--- src/rtl/stream_addr_gen_if.sv ---
// Output beat bundle of the D2Q9 streaming-address generator.
// A valid/ready handshake carries the per-cell lane addresses, directions and mask.
interface stream_addr_gen_if #(
  parameter int unsigned CW     = 4,
  parameter int unsigned ADDR_W = 8
);
  logic                  out_valid;
  logic                  out_ready;
  logic [CW-1:0]         out_x;
  logic [CW-1:0]         out_y;
  logic [9*ADDR_W-1:0]   out_addr;
  logic [35:0]           out_dir;
  logic [8:0]            out_mask;
  logic                  out_last;

  modport master (
    output out_valid, out_x, out_y, out_addr, out_dir, out_mask, out_last,
    input  out_ready
  );

  modport slave (
    input  out_valid, out_x, out_y, out_addr, out_dir, out_mask, out_last,
    output out_ready
  );
endinterface

--- src/rtl/stream_addr_gen.sv ---
// D2Q9 streaming-address generator: raster-scans an NX x NY grid and emits the nine
// post-streaming destination addresses per cell through a 2-stage stallable pipeline.
module stream_addr_gen #(
  parameter int unsigned NX     = 16,
  parameter int unsigned NY     = 16,
  parameter int unsigned ADDR_W = $clog2(NX * NY),
  parameter int unsigned CW     = $clog2(NX > NY ? NX : NY)
) (
  input  logic             clk_i,
  input  logic             reset_i,
  input  logic             start_i,
  input  logic [1:0]       bnd_mode_i,
  output logic             busy_o,
  output logic             done_o,
  stream_addr_gen_if.master dst
);
  localparam logic [CW-1:0] XMax = CW'(NX - 1);
  localparam logic [CW-1:0] YMax = CW'(NY - 1);

  typedef enum logic [1:0] {StIdle, StScan, StDrain, StDone} state_e;

  state_e state_q, state_d;
  logic [CW-1:0] x_q, x_d, y_q, y_d;
  logic [1:0]    mode_q, mode_d;
  logic          busy_q, busy_d, done_q, done_d;
  logic          stall, issue;
  logic [CW-1:0] ix, iy;

  logic          v1_q, s1_last_q;
  logic [CW-1:0] s1_x_q, s1_y_q;
  logic [CW-1:0] s1_xw_q [9];
  logic [CW-1:0] s1_yw_q [9];
  logic [CW-1:0] s1_xw_d [9];
  logic [CW-1:0] s1_yw_d [9];
  logic [8:0]    s1_oob_q, s1_oob_d;

  logic                v2_q, last2_q;
  logic [CW-1:0]       x2_q, y2_q;
  logic [9*ADDR_W-1:0] addr2_q, addr2_d;
  logic [35:0]         dir2_q, dir2_d;
  logic [8:0]          mask2_q, mask2_d;

  function automatic int dx(input int k);
    case (k)
      1, 5, 8: return 1;
      3, 6, 7: return -1;
      default: return 0;
    endcase
  endfunction

  function automatic int dy(input int k);
    case (k)
      2, 5, 6: return 1;
      4, 7, 8: return -1;
      default: return 0;
    endcase
  endfunction

  function automatic logic [3:0] opp(input int k);
    case (k)
      1: return 4'd3;
      2: return 4'd4;
      3: return 4'd1;
      4: return 4'd2;
      5: return 4'd7;
      6: return 4'd8;
      7: return 4'd5;
      8: return 4'd6;
      default: return 4'd0;
    endcase
  endfunction

  // Row-flipped map: y = NY-1 lands at address 0.
  function automatic logic [ADDR_W-1:0] addr_of(input logic [CW-1:0] x, input logic [CW-1:0] y);
    return ADDR_W'((int'(NY) - 1 - int'(y)) * int'(NX) + int'(x));
  endfunction

  assign stall = v2_q & ~dst.out_ready;

  // Cell (0,0) is issued in the accepting cycle so the first beat appears two cycles later.
  always_comb begin
    state_d = state_q;
    x_d     = x_q;
    y_d     = y_q;
    mode_d  = mode_q;
    busy_d  = busy_q;
    done_d  = 1'b0;
    issue   = 1'b0;
    ix      = x_q;
    iy      = y_q;
    unique case (state_q)
      StIdle: begin
        if (start_i) begin
          issue   = 1'b1;
          ix      = '0;
          iy      = '0;
          x_d     = CW'(1);
          y_d     = '0;
          mode_d  = bnd_mode_i;
          busy_d  = 1'b1;
          state_d = StScan;
        end
      end
      StScan: begin
        if (!stall) begin
          issue = 1'b1;
          if (x_q == XMax) begin
            x_d = '0;
            if (y_q == YMax) state_d = StDrain;
            else y_d = y_q + CW'(1);
          end else begin
            x_d = x_q + CW'(1);
          end
        end
      end
      StDrain: begin
        if (v2_q && dst.out_ready && last2_q) state_d = StDone;
      end
      StDone: begin
        busy_d  = 1'b0;
        done_d  = 1'b1;
        state_d = StIdle;
      end
      default: state_d = StIdle;
    endcase
  end

  // Stage 1: wrapped destination coordinates and out-of-range flags per lane.
  always_comb begin
    int xi, yi;
    xi       = 0;
    yi       = 0;
    s1_oob_d = '0;
    s1_xw_d  = '{default: '0};
    s1_yw_d  = '{default: '0};
    for (int k = 0; k < 9; k++) begin
      xi = int'(ix) + dx(k);
      yi = int'(iy) + dy(k);
      s1_oob_d[k] = (xi < 0) || (xi >= int'(NX)) || (yi < 0) || (yi >= int'(NY));
      if (xi < 0)                s1_xw_d[k] = XMax;
      else if (xi >= int'(NX))   s1_xw_d[k] = '0;
      else                       s1_xw_d[k] = CW'(xi);
      if (yi < 0)                s1_yw_d[k] = YMax;
      else if (yi >= int'(NY))   s1_yw_d[k] = '0;
      else                       s1_yw_d[k] = CW'(yi);
    end
  end

  // Stage 2: boundary-mode resolution; mode 3 behaves as open.
  always_comb begin
    addr2_d = '0;
    dir2_d  = '0;
    mask2_d = '0;
    for (int k = 0; k < 9; k++) begin
      addr2_d[(9-k)*ADDR_W-1 -: ADDR_W] = addr_of(s1_xw_q[k], s1_yw_q[k]);
      dir2_d[(9-k)*4-1 -: 4]            = 4'(k);
      mask2_d[k]                        = 1'b1;
      if (s1_oob_q[k]) begin
        if (mode_q == 2'd2) begin
          addr2_d[(9-k)*ADDR_W-1 -: ADDR_W] = addr_of(s1_x_q, s1_y_q);
          dir2_d[(9-k)*4-1 -: 4]            = opp(k);
        end else if (mode_q != 2'd1) begin
          addr2_d[(9-k)*ADDR_W-1 -: ADDR_W] = '1;
          mask2_d[k]                        = 1'b0;
        end
      end
    end
  end

  always_ff @(posedge clk_i) begin
    if (reset_i) begin
      state_q   <= StIdle;
      x_q       <= '0;
      y_q       <= '0;
      mode_q    <= '0;
      busy_q    <= 1'b0;
      done_q    <= 1'b0;
      v1_q      <= 1'b0;
      s1_last_q <= 1'b0;
      s1_x_q    <= '0;
      s1_y_q    <= '0;
      s1_xw_q   <= '{default: '0};
      s1_yw_q   <= '{default: '0};
      s1_oob_q  <= '0;
      v2_q      <= 1'b0;
      last2_q   <= 1'b0;
      x2_q      <= '0;
      y2_q      <= '0;
      addr2_q   <= '0;
      dir2_q    <= '0;
      mask2_q   <= '0;
    end else begin
      state_q <= state_d;
      x_q     <= x_d;
      y_q     <= y_d;
      mode_q  <= mode_d;
      busy_q  <= busy_d;
      done_q  <= done_d;
      if (!stall) begin
        v1_q      <= issue;
        s1_last_q <= (ix == XMax) && (iy == YMax);
        s1_x_q    <= ix;
        s1_y_q    <= iy;
        s1_xw_q   <= s1_xw_d;
        s1_yw_q   <= s1_yw_d;
        s1_oob_q  <= s1_oob_d;
        v2_q      <= v1_q;
        last2_q   <= s1_last_q & v1_q;
        x2_q      <= s1_x_q;
        y2_q      <= s1_y_q;
        addr2_q   <= addr2_d;
        dir2_q    <= dir2_d;
        mask2_q   <= mask2_d;
      end
    end
  end

  assign busy_o        = busy_q;
  assign done_o        = done_q;
  assign dst.out_valid = v2_q;
  assign dst.out_last  = last2_q;
  assign dst.out_x     = x2_q;
  assign dst.out_y     = y2_q;
  assign dst.out_addr  = addr2_q;
  assign dst.out_dir   = dir2_q;
  assign dst.out_mask  = mask2_q;
endmodule

--- src/flat_wrapper.sv ---
// flat-port wrapper written by rule: the top's interface ports become plain ports
module stream_addr_gen_flat 
#(
  parameter int unsigned NX     = 16,
  parameter int unsigned NY     = 16,
  parameter int unsigned ADDR_W = $clog2(NX * NY),
  parameter int unsigned CW     = $clog2(NX > NY ? NX : NY)
)
  (clk_i, reset_i, start_i, bnd_mode_i, busy_o, done_o, dst_out_valid, dst_out_x, dst_out_y, dst_out_addr, dst_out_dir, dst_out_mask, dst_out_last, dst_out_ready);
  stream_addr_gen_if #(.CW(CW), .ADDR_W(ADDR_W)) dst_i ();
  input  logic clk_i;
  input  logic reset_i;
  input  logic start_i;
  input  logic [1:0] bnd_mode_i;
  output logic busy_o;
  output logic done_o;
  output wire logic [$bits(dst_i.out_valid)-1:0] dst_out_valid;
  output wire logic [$bits(dst_i.out_x)-1:0] dst_out_x;
  output wire logic [$bits(dst_i.out_y)-1:0] dst_out_y;
  output wire logic [$bits(dst_i.out_addr)-1:0] dst_out_addr;
  output wire logic [$bits(dst_i.out_dir)-1:0] dst_out_dir;
  output wire logic [$bits(dst_i.out_mask)-1:0] dst_out_mask;
  output wire logic [$bits(dst_i.out_last)-1:0] dst_out_last;
  input wire logic [$bits(dst_i.out_ready)-1:0] dst_out_ready;
  assign dst_out_valid = dst_i.out_valid;
  assign dst_out_x = dst_i.out_x;
  assign dst_out_y = dst_i.out_y;
  assign dst_out_addr = dst_i.out_addr;
  assign dst_out_dir = dst_i.out_dir;
  assign dst_out_mask = dst_i.out_mask;
  assign dst_out_last = dst_i.out_last;
  assign dst_i.out_ready = dst_out_ready;
  stream_addr_gen #(.NX(NX), .NY(NY), .ADDR_W(ADDR_W), .CW(CW)) u_core (.clk_i(clk_i), .reset_i(reset_i), .start_i(start_i), .bnd_mode_i(bnd_mode_i), .busy_o(busy_o), .done_o(done_o), .dst(dst_i));
endmodule
--- config.mk ---
export PLATFORM = sky130hd
export DESIGN_NAME = stream_addr_gen_flat
export DESIGN_NICKNAME = d
export VERILOG_FILES = /design/src/rtl/stream_addr_gen_if.sv /design/src/rtl/stream_addr_gen.sv /design/src/flat_wrapper.sv
export SDC_FILE = /design/constraint.sdc
export NUM_CORES = 1
export LEC_CHECK = 0
export ABC_AREA = 1
export CAP_MARGIN = 20
export CORE_MARGIN = 8
export CORE_UTILIZATION = 55
export DETAILED_ROUTE_END_ITERATION = 6
export PLACE_DENSITY_LB_ADDON = 0.1
export SLEW_MARGIN = 5
export SYNTH_ARGS = -nofsm -noshare
export SYNTH_HDL_FRONTEND = slang
export SYNTH_SLANG_ARGS = --single-unit
--- constraint.sdc ---
create_clock -name clk_i -period 5.7 [get_ports clk_i]
set_clock_uncertainty 0.05 [all_clocks]
set_input_delay 1.14 -clock clk_i [delete_from_list [all_inputs] [get_ports clk_i]]
set_output_delay 1.14 -clock clk_i [all_outputs]
set_load 0.1 [all_outputs]
== Yosys cells after proc, flatten, opt, wreduce, memory -nomap -nowiden ==
Index checks and enable logic that the tools add are counted.

* Output and inout bits: 129
* Register bits after elaboration: 180

* Equality and inequality tests: 15
* Multiplexer cells: 89
* Bitwise gates (word level): 3
* Add/sub/neg operators: 20
* Reductions and logical operators: 32
* Order comparisons: 12

{| class="wikitable"
|+ Operator list
! operator !! number
|-
| $mux 8 || 27
|-
| $ge 32x6->1 const B || 4
|-
| $lt 32x1->1 const B || 4
|-
| $mux 4 || 32
|-
| $add 8x5->8 || 10
|-
| $logic_or 1x1->1 || 21
|-
| $mux 2 || 9
|-
| $eq 4x4->1 const B || 4
|-
| $pmux 4 s2 || 2
|-
| $sub 4x4->4 const A || 4
|-
| $mux 1 || 14
|-
| $add 5x1->6 const B || 2
|-
| $add 4x1->5 const B || 2
|-
| $ge 4x5->1 const B || 2
|-
| $add 4x1->4 const B || 2
|-
| $lt 4x1->1 const B || 2
|-
| $ne 2x1->1 const B || 4
|-
| $pmux 2 s4 || 1
|-
| $eq 2x2->1 const B || 3
|-
| $mux 3 || 2
|-
| $ne 2x2->1 const B || 3
|-
| $reduce_and 5->1 || 1
|-
| $pmux 1 s2 || 2
|-
| $reduce_and 2->1 || 2
|-
| 8 further kinds || 12
|}

== Logic depth before layout (Yosys ltp) ==
* Depth in word-level cells: 7
* Depth in mapped cells: 13
* Gate-level depth less buffers: 12

== Worst setup path after synthesis ==
OpenSTA, ideal clock, no wires.

* Path type: register -> output
* Start: register u_core.dst.out_mask[0] (netlist name)
* End: output port dst_out_dir[12]
* Slack: 3047 ps
* Data arrival time: 1463 ps
* Cell stages (with the launch flop): 2
* Path through: dfxtp_1 > buf_4

{| class="wikitable"
|+ RTL lines
! item !! line !! text
|-
| to (decl) || flat_wrapper.sv:21 || <nowiki>output wire logic [$bits(dst_i.out_dir)-1:0] dst_out_dir;</nowiki>
|}

==> out/qor.yml <==
outcome: "finished clean"
crit_end: "dst_out_dir[20]"
cp_slowest_cell: "clkdlybuf4s50_1"
synth_warnings: 0
dp_cells: 1084
clock-sinks: 147
numPortBuffers: 118
wl_met1_mm: 7.79
root_buffer: "clkbuf_16"
ys_seq_elements: 147
fmax_ghz: 0.308
synth_area_leader_cell: "dfxtp_1"
cp_data_arrival_time_ps: 2060
grt_pass1_wl_mm: 30.6
synth-edff-count: 0
synthMostInstantiatedCell: "nand2_1"
relSlewSlack_pct: 33.4
dr_wl_met2_mm: 8.91
initial_core_util_pct: 55.4
peakVddDrop_uv: 278
die_h_um: 125
postCtsHoldBufs: 0
reg2reg_slack_ps: 3320
gp_congestion: 0.890
async_flop_share_pct: 0
worstSkewPairLatency_ps: 420
power_density_nw_per_um2: 596
rsz0062_at_grt: "no"
tritoncts: "built"
synthTopCellsByArea: "dfxtp_1 45%, nand2_1 12%, o21ai_0 7.0%"
netlist_top_cells_count: "210 x nand2_1, 147 x dfxtp_1, 92 x o21ai_0"
cp_top_family: "buffers and inverters"
drt_first_pass_iters: 6
power_mw: 4.84
required_ps: 4510
syn_area_per_cell_um2: 7.44
initialDrtViolationCount: 670
syn-cell-area_um2: 6540
path_class: "reg2out"
nNetsFinal: 977
grt-ovfl-total: 0
hold_violations: 0
design.core.area_um2: 11800
path_cells: "clkdlybuf4s50_1"
layout.cells.non_filler: 1117
post-route-min-period_ps: 3250
rr_worst_depth: 12
ant_nets: 0
layout-drive-gt1-share_pct: 6.08
ys.flop_type: "dfxtp_1"
cp-start-kind: "flip-flop"
hpwl_mm: 13.3
syn_inst: 879
startpoint: "u_core.dst.out_mask[0]"
grt_max_degree: 90
fillers: 1035
antenna_found_initial: 0
ys_seq_area_share_pct: 45.0
gr-usage-all-layers_pct: 24.0
fin_crit_sh_pct: 57.0
die_x_um: 125
grt_pass1_vias: 5996
clk_pin_slew_ps: 60
drv_slew: 0
top_layer_used: "met4"
drc: 0
vias: 6267
setup_viol: 0
worst-path-stages: 1
cp-end-kind: "output pin"
leakage_nw: 3.50
fin_util_pct: 68.8
reg2reg_from: "u_core.state_q[0]"
antenna_cells: 0
cts_buffers: 17
rows: 40
holdWs_ps: 419
io_pins: 135
dieArea_um2: 15600
syn_to_final_growth_pct: 24.2
tightest_slew_ps: 995
slowest_delay_ps: 1190
routedWlPerCell_um: 17.1
routed_via_density: 5.61
hold_class: "reg2reg"
synth_top_area_share_pct: 45.0
wl_mm: 19.1
post-cts-setup-buffers: 0
worstReg2RegEnd: "u_core.s1_oob_q[5]"
cts.repair.resized: 0
cts-htree-levels: 4
cp_max_fo: 8
finalSetupTns_ps: 0
cap_viol_max_count: 0
critical_path_buf_inv_count: 1
ys_types: 34
clockBufferDepth: 2
met3WireLength_mm: 1.65
[cells in the final DEF (no fill, tap or decap), types with 2 or more instances in the layout]
cell type,count
nand2_1,210
dfxtp_1,147
clkdlybuf4s50_1,117
o21ai_0,92
a21oi_1,79
inv_1,67
nor2_1,62
a31oi_1,36
nand3_1,36
clkbuf_16,17
conb_1,16
ha_1,14
inv_2,9
o21ai_1,9
o211ai_1,7
nand4_1,6
xor2_1,4
clkinv_2,4
clkbuf_8,4
nand2_2,3
nor2_2,3
bufinv_16,3
buf_4,3
nor2_4,2
nand3_2,2
a22oi_1,2
a211oi_2,2
xnor2_1,2
a211oi_1,2
clkbuf_1,2
[cell type report]
class / instances / area (um2) / share of cell area (%)
clock buffers: 23 / 488 / 6.01
clock inverters: 9 / 126 / 1.56
inverters: 77 / 292 / 3.59
multi-input cells: 592 / 2870 / 35.3
flip-flops and latches: 147 / 2940 / 36.2
well taps: 147 / 184 / 2.27
repair buffers: 122 / 1220 / 15.0
[metrics by stage]
step	instance area (um2)	worst slack, ps
after floorplan	6600	3050
after global placement	7490	2170
after detailed placement	7490	2090
after CTS	8100	2430
after global routing	8120	2300
final	8120	2450
[how the worst min path moves through the flow]
stage,from,endpoint,slack [ps],depth (start not counted)
2_1_floorplan,u_core.s1_last_q,u_core.s1_last_q,390,2
3_3_place_gp,u_core.dst.out_addr[68],u_core.dst.out_addr[68],400,2
3_5_place_dp,u_core.dst.out_dir[25],u_core.dst.out_dir[25],410,2
4_1_cts,u_core.dst.out_dir[25],u_core.dst.out_dir[25],420,2
5_1_grt,u_core.dst.out_dir[21],u_core.dst.out_dir[21],440,2
6_report,u_core.dst.out_dir[5],u_core.dst.out_dir[5],420,2
[report_power, final]
group          switching (mW)  internal (mW)
sequential              0.175           1.24
combinational            1.77          0.502
clock                   0.418          0.732
[kinds of logic (layout without fill, tap and decap cells)]
logic type	Yosys count	in the layout	synth area share, %
AOI/OAI and AO/OA	229	229	18.9
adders and majority gates	14	14	2.68
DFF	147	147	45.0
buffers and inverters	155	231	12.0
and+or+nand+nor	327	327	20.6
other	1	16	0.0574
xor gates and xnor gates	6	6	0.804
[metal layers]
layer,vias up,global-route usage [%]
met3,49,7.05
met4,0,12.8
met5,-,0
met1,2924,27.9
met2,296,39.1
li1,2998,-
[state kept, by name, indices dropped and copies added, names as in the netlist]
name / cells
u_core.dst.out_addr: 72
u_core.dst.out_last: 1
u_core.x_q: 4
u_core.s1_xw_q: 12
u_core.dst.out_valid: 1
u_core.mode_q: 2
u_core.busy_o: 1
u_core.y_q: 4
u_core.dst.out_y: 4
u_core.v1_q: 1
u_core.dst.out_mask: 9
u_core.s1_last_q: 1
u_core.dst.out_dir: 12
u_core.state_q: 2
u_core.s1_yw_q: 12
u_core.done_o: 1
u_core.s1_oob_q: 8
[worst min-delay path, cell delays in order (launching register included)]
cell     delay (ps)
dfxtp_1         310
nand2_1          60
a21oi_1          50
(Power assumes the default switching activity.)
==> RTL edit: new RTL, same settings <==
`NX` is set to 16 in 2 places; all go to 32.
--- a/src/rtl/stream_addr_gen.sv
+++ b/src/rtl/stream_addr_gen.sv
@@ -2,5 +2,5 @@
 // post-streaming destination addresses per cell through a 2-stage stallable pipeline.
 module stream_addr_gen #(
-  parameter int unsigned NX     = 16,
+  parameter int unsigned NX     = 32,
   parameter int unsigned NY     = 16,
   parameter int unsigned ADDR_W = $clog2(NX * NY),
--- a/src/flat_wrapper.sv
+++ b/src/flat_wrapper.sv
@@ -2,5 +2,5 @@
 module stream_addr_gen_flat 
 #(
-  parameter int unsigned NX     = 16,
+  parameter int unsigned NX     = 32,
   parameter int unsigned NY     = 16,
   parameter int unsigned ADDR_W = $clog2(NX * NY),
Ports: changed (resized dst_out_addr, dst_out_x and dst_out_y); port bits go from 135 to 146. The function was not compared with the original's and may differ.
==> RTL edit against the unedited design <==
- combinational power down 15%
- routed wire length increased by 15%
- sequential cell count up 26
- area after synthesis grew 20%
- hold slack got worse by 0.0040 ns
- setup slack lost 0.22 ns
- cell area is 18% higher
- power fell by 3.3%
- sequential power increased by 5%
- critical path depth rose by 8
- global-route usage decreased by 0.41 points
==> RTL edit: results (changes against the unedited design) <==
[cells_and_area]
layout.comb_gates.multi_input=691  ; was 592
multi_input_comb_area_mm2=0.00356  ; was 0.00287 mm2
final.signal_inverter_count=90  ; was 77
finalNonFillerCells=1301  ; was 1117
layout.clock.cell_area_share_pct=6.74  ; was 7.57%
fin_util_pct=69.0  ; was 68.8%
nNetsFinal=1132  ; was 977
non_clock_buffers_area_share_pct=14.1  ; was 15.0%
final_layout_size_suffix_gt1_share_pct=7.31  ; was 6.08%
largest_register_ffs=81  ; was 72
proportion_of_cell_area_occupied_by_registers_pct=36.1  ; was 36.2%

[setup_path]
r2r_end=u_core.x_q[0]$_SDFFE_PP0P_  ; was u_core.s1_oob_q[5]$_SDFFE_PP0N_
regToRegSetupSlack_ns=3.04  ; was 3.32 ns
timing.critical_path.slowest_stage_cell=inv_2  ; was clkdlybuf4s50_1
cp_slowest_stage_delay_ns=0.95  ; was 1.19 ns
ff2ff_path_depth=7  ; was 12
worst_r2r_start=u_core.dst.out_valid$_SDFFE_PP0N_  ; was u_core.state_q[0]$_SDFFE_PP0P_

[synth]
syn-mean-instance-area_um2=7.63  ; was 7.44 um2
synth_fa_ha_area_share_pct=2.88  ; was 2.68%
synthTopCellsByCount=nand2_1 (203), dfxtp_1 (173), o21ai_0 (150)  ; was nand2_1 (210), dfxtp_1 (147), o21ai_0 (92)
synth.ff_latch_count=173  ; was 147
complex_gate_fraction_of_the_synthesized_area_pct=24.3  ; was 18.9%
synthXorXnorAreaFrac_pct=0.448  ; was 0.804%
cell_types_occupying_the_most_area_after_synthesis=dfxtp_1 (44%), nand2_1 (9.7%), o21ai_0 (9.6%)  ; was dfxtp_1 (45%), nand2_1 (12%), o21ai_0 (7.0%)

[detailed_routing]
route.met3.wl_mm=1.74  ; was 1.65 mm
vias=7135  ; was 6267
dr_wl_met2_mm=9.64  ; was 8.91 mm
detail_route.first_pass.iterations=5  ; was 6
drt_first_iter_violations=793  ; was 670

[pwr]
power.density_cell_area_mw_per_mm2=489  ; was 596 mW/mm2
power.switching_fraction_pct=45.3  ; was 48.9%
worst_vdd_drop_uv=267  ; was 278 uV

[timing]
timing.slew.headroom_pct=31.2  ; was 33.4%

[run_status]
run_status=complete, no violations  ; unchanged

[place]
gp_routability_congestion=0.883  ; was 0.890
pre_cts_ws_ns=1.80  ; was 2.09 ns

[hold_path]
hold_path.startpoint=u_core.dst.out_x[1]$_SDFFE_PP0N_  ; was u_core.dst.out_dir[5]$_SDFFE_PP0N_

[global_routing]
vias_in_the_first_global_route=6488  ; was 5996
global_route.usage.total_pct=23.6  ; was 24.0%
first_pass_grt_wire_length_mm=34.5  ; was 30.6 mm

[floorplanning]
fp.dieW_um=135  ; was 125 um

-- RTL edit: cell count changes in the layout (fill, tap and decap cells not counted), moves of 13 or more --
cell	unedited run	this run
o21ai_0	92	150
a21oi_1	79	123
dfxtp_1	147	173
nor2_1	62	37
nand3_1	36	19
inv_1	67	80
-- RTL edit: worst max-delay path, delay by kind of cell --
family                 cells  cell delay (ns)
AND/OR/NAND/NOR            4             0.84
buffers and inverters      4             1.59
AO/OA/AOI/OAI              1             0.15
-- RTL edit: cell families after synthesis --
| group | count (synthesis) |
|---|---|
| buffers and inverters | 176 |
| other | 1 |
| xor gates and xnor gates | 4 |
| adders and majority gates | 18 |
| and+or+nand+nor | 301 |
| AOI/OAI and AO/OA | 352 |
| DFF | 173 |
-- RTL edit: layer usage --
| layer | track usage (%) | up-vias |
|---|---|---|
| met5 | 0 | - |
| met4 | 8.27 | 0 |
| met3 | 5.75 | 32 |
| met2 | 35.9 | 271 |
| met1 | 31.8 | 3274 |
| li1 | - | 3558 |
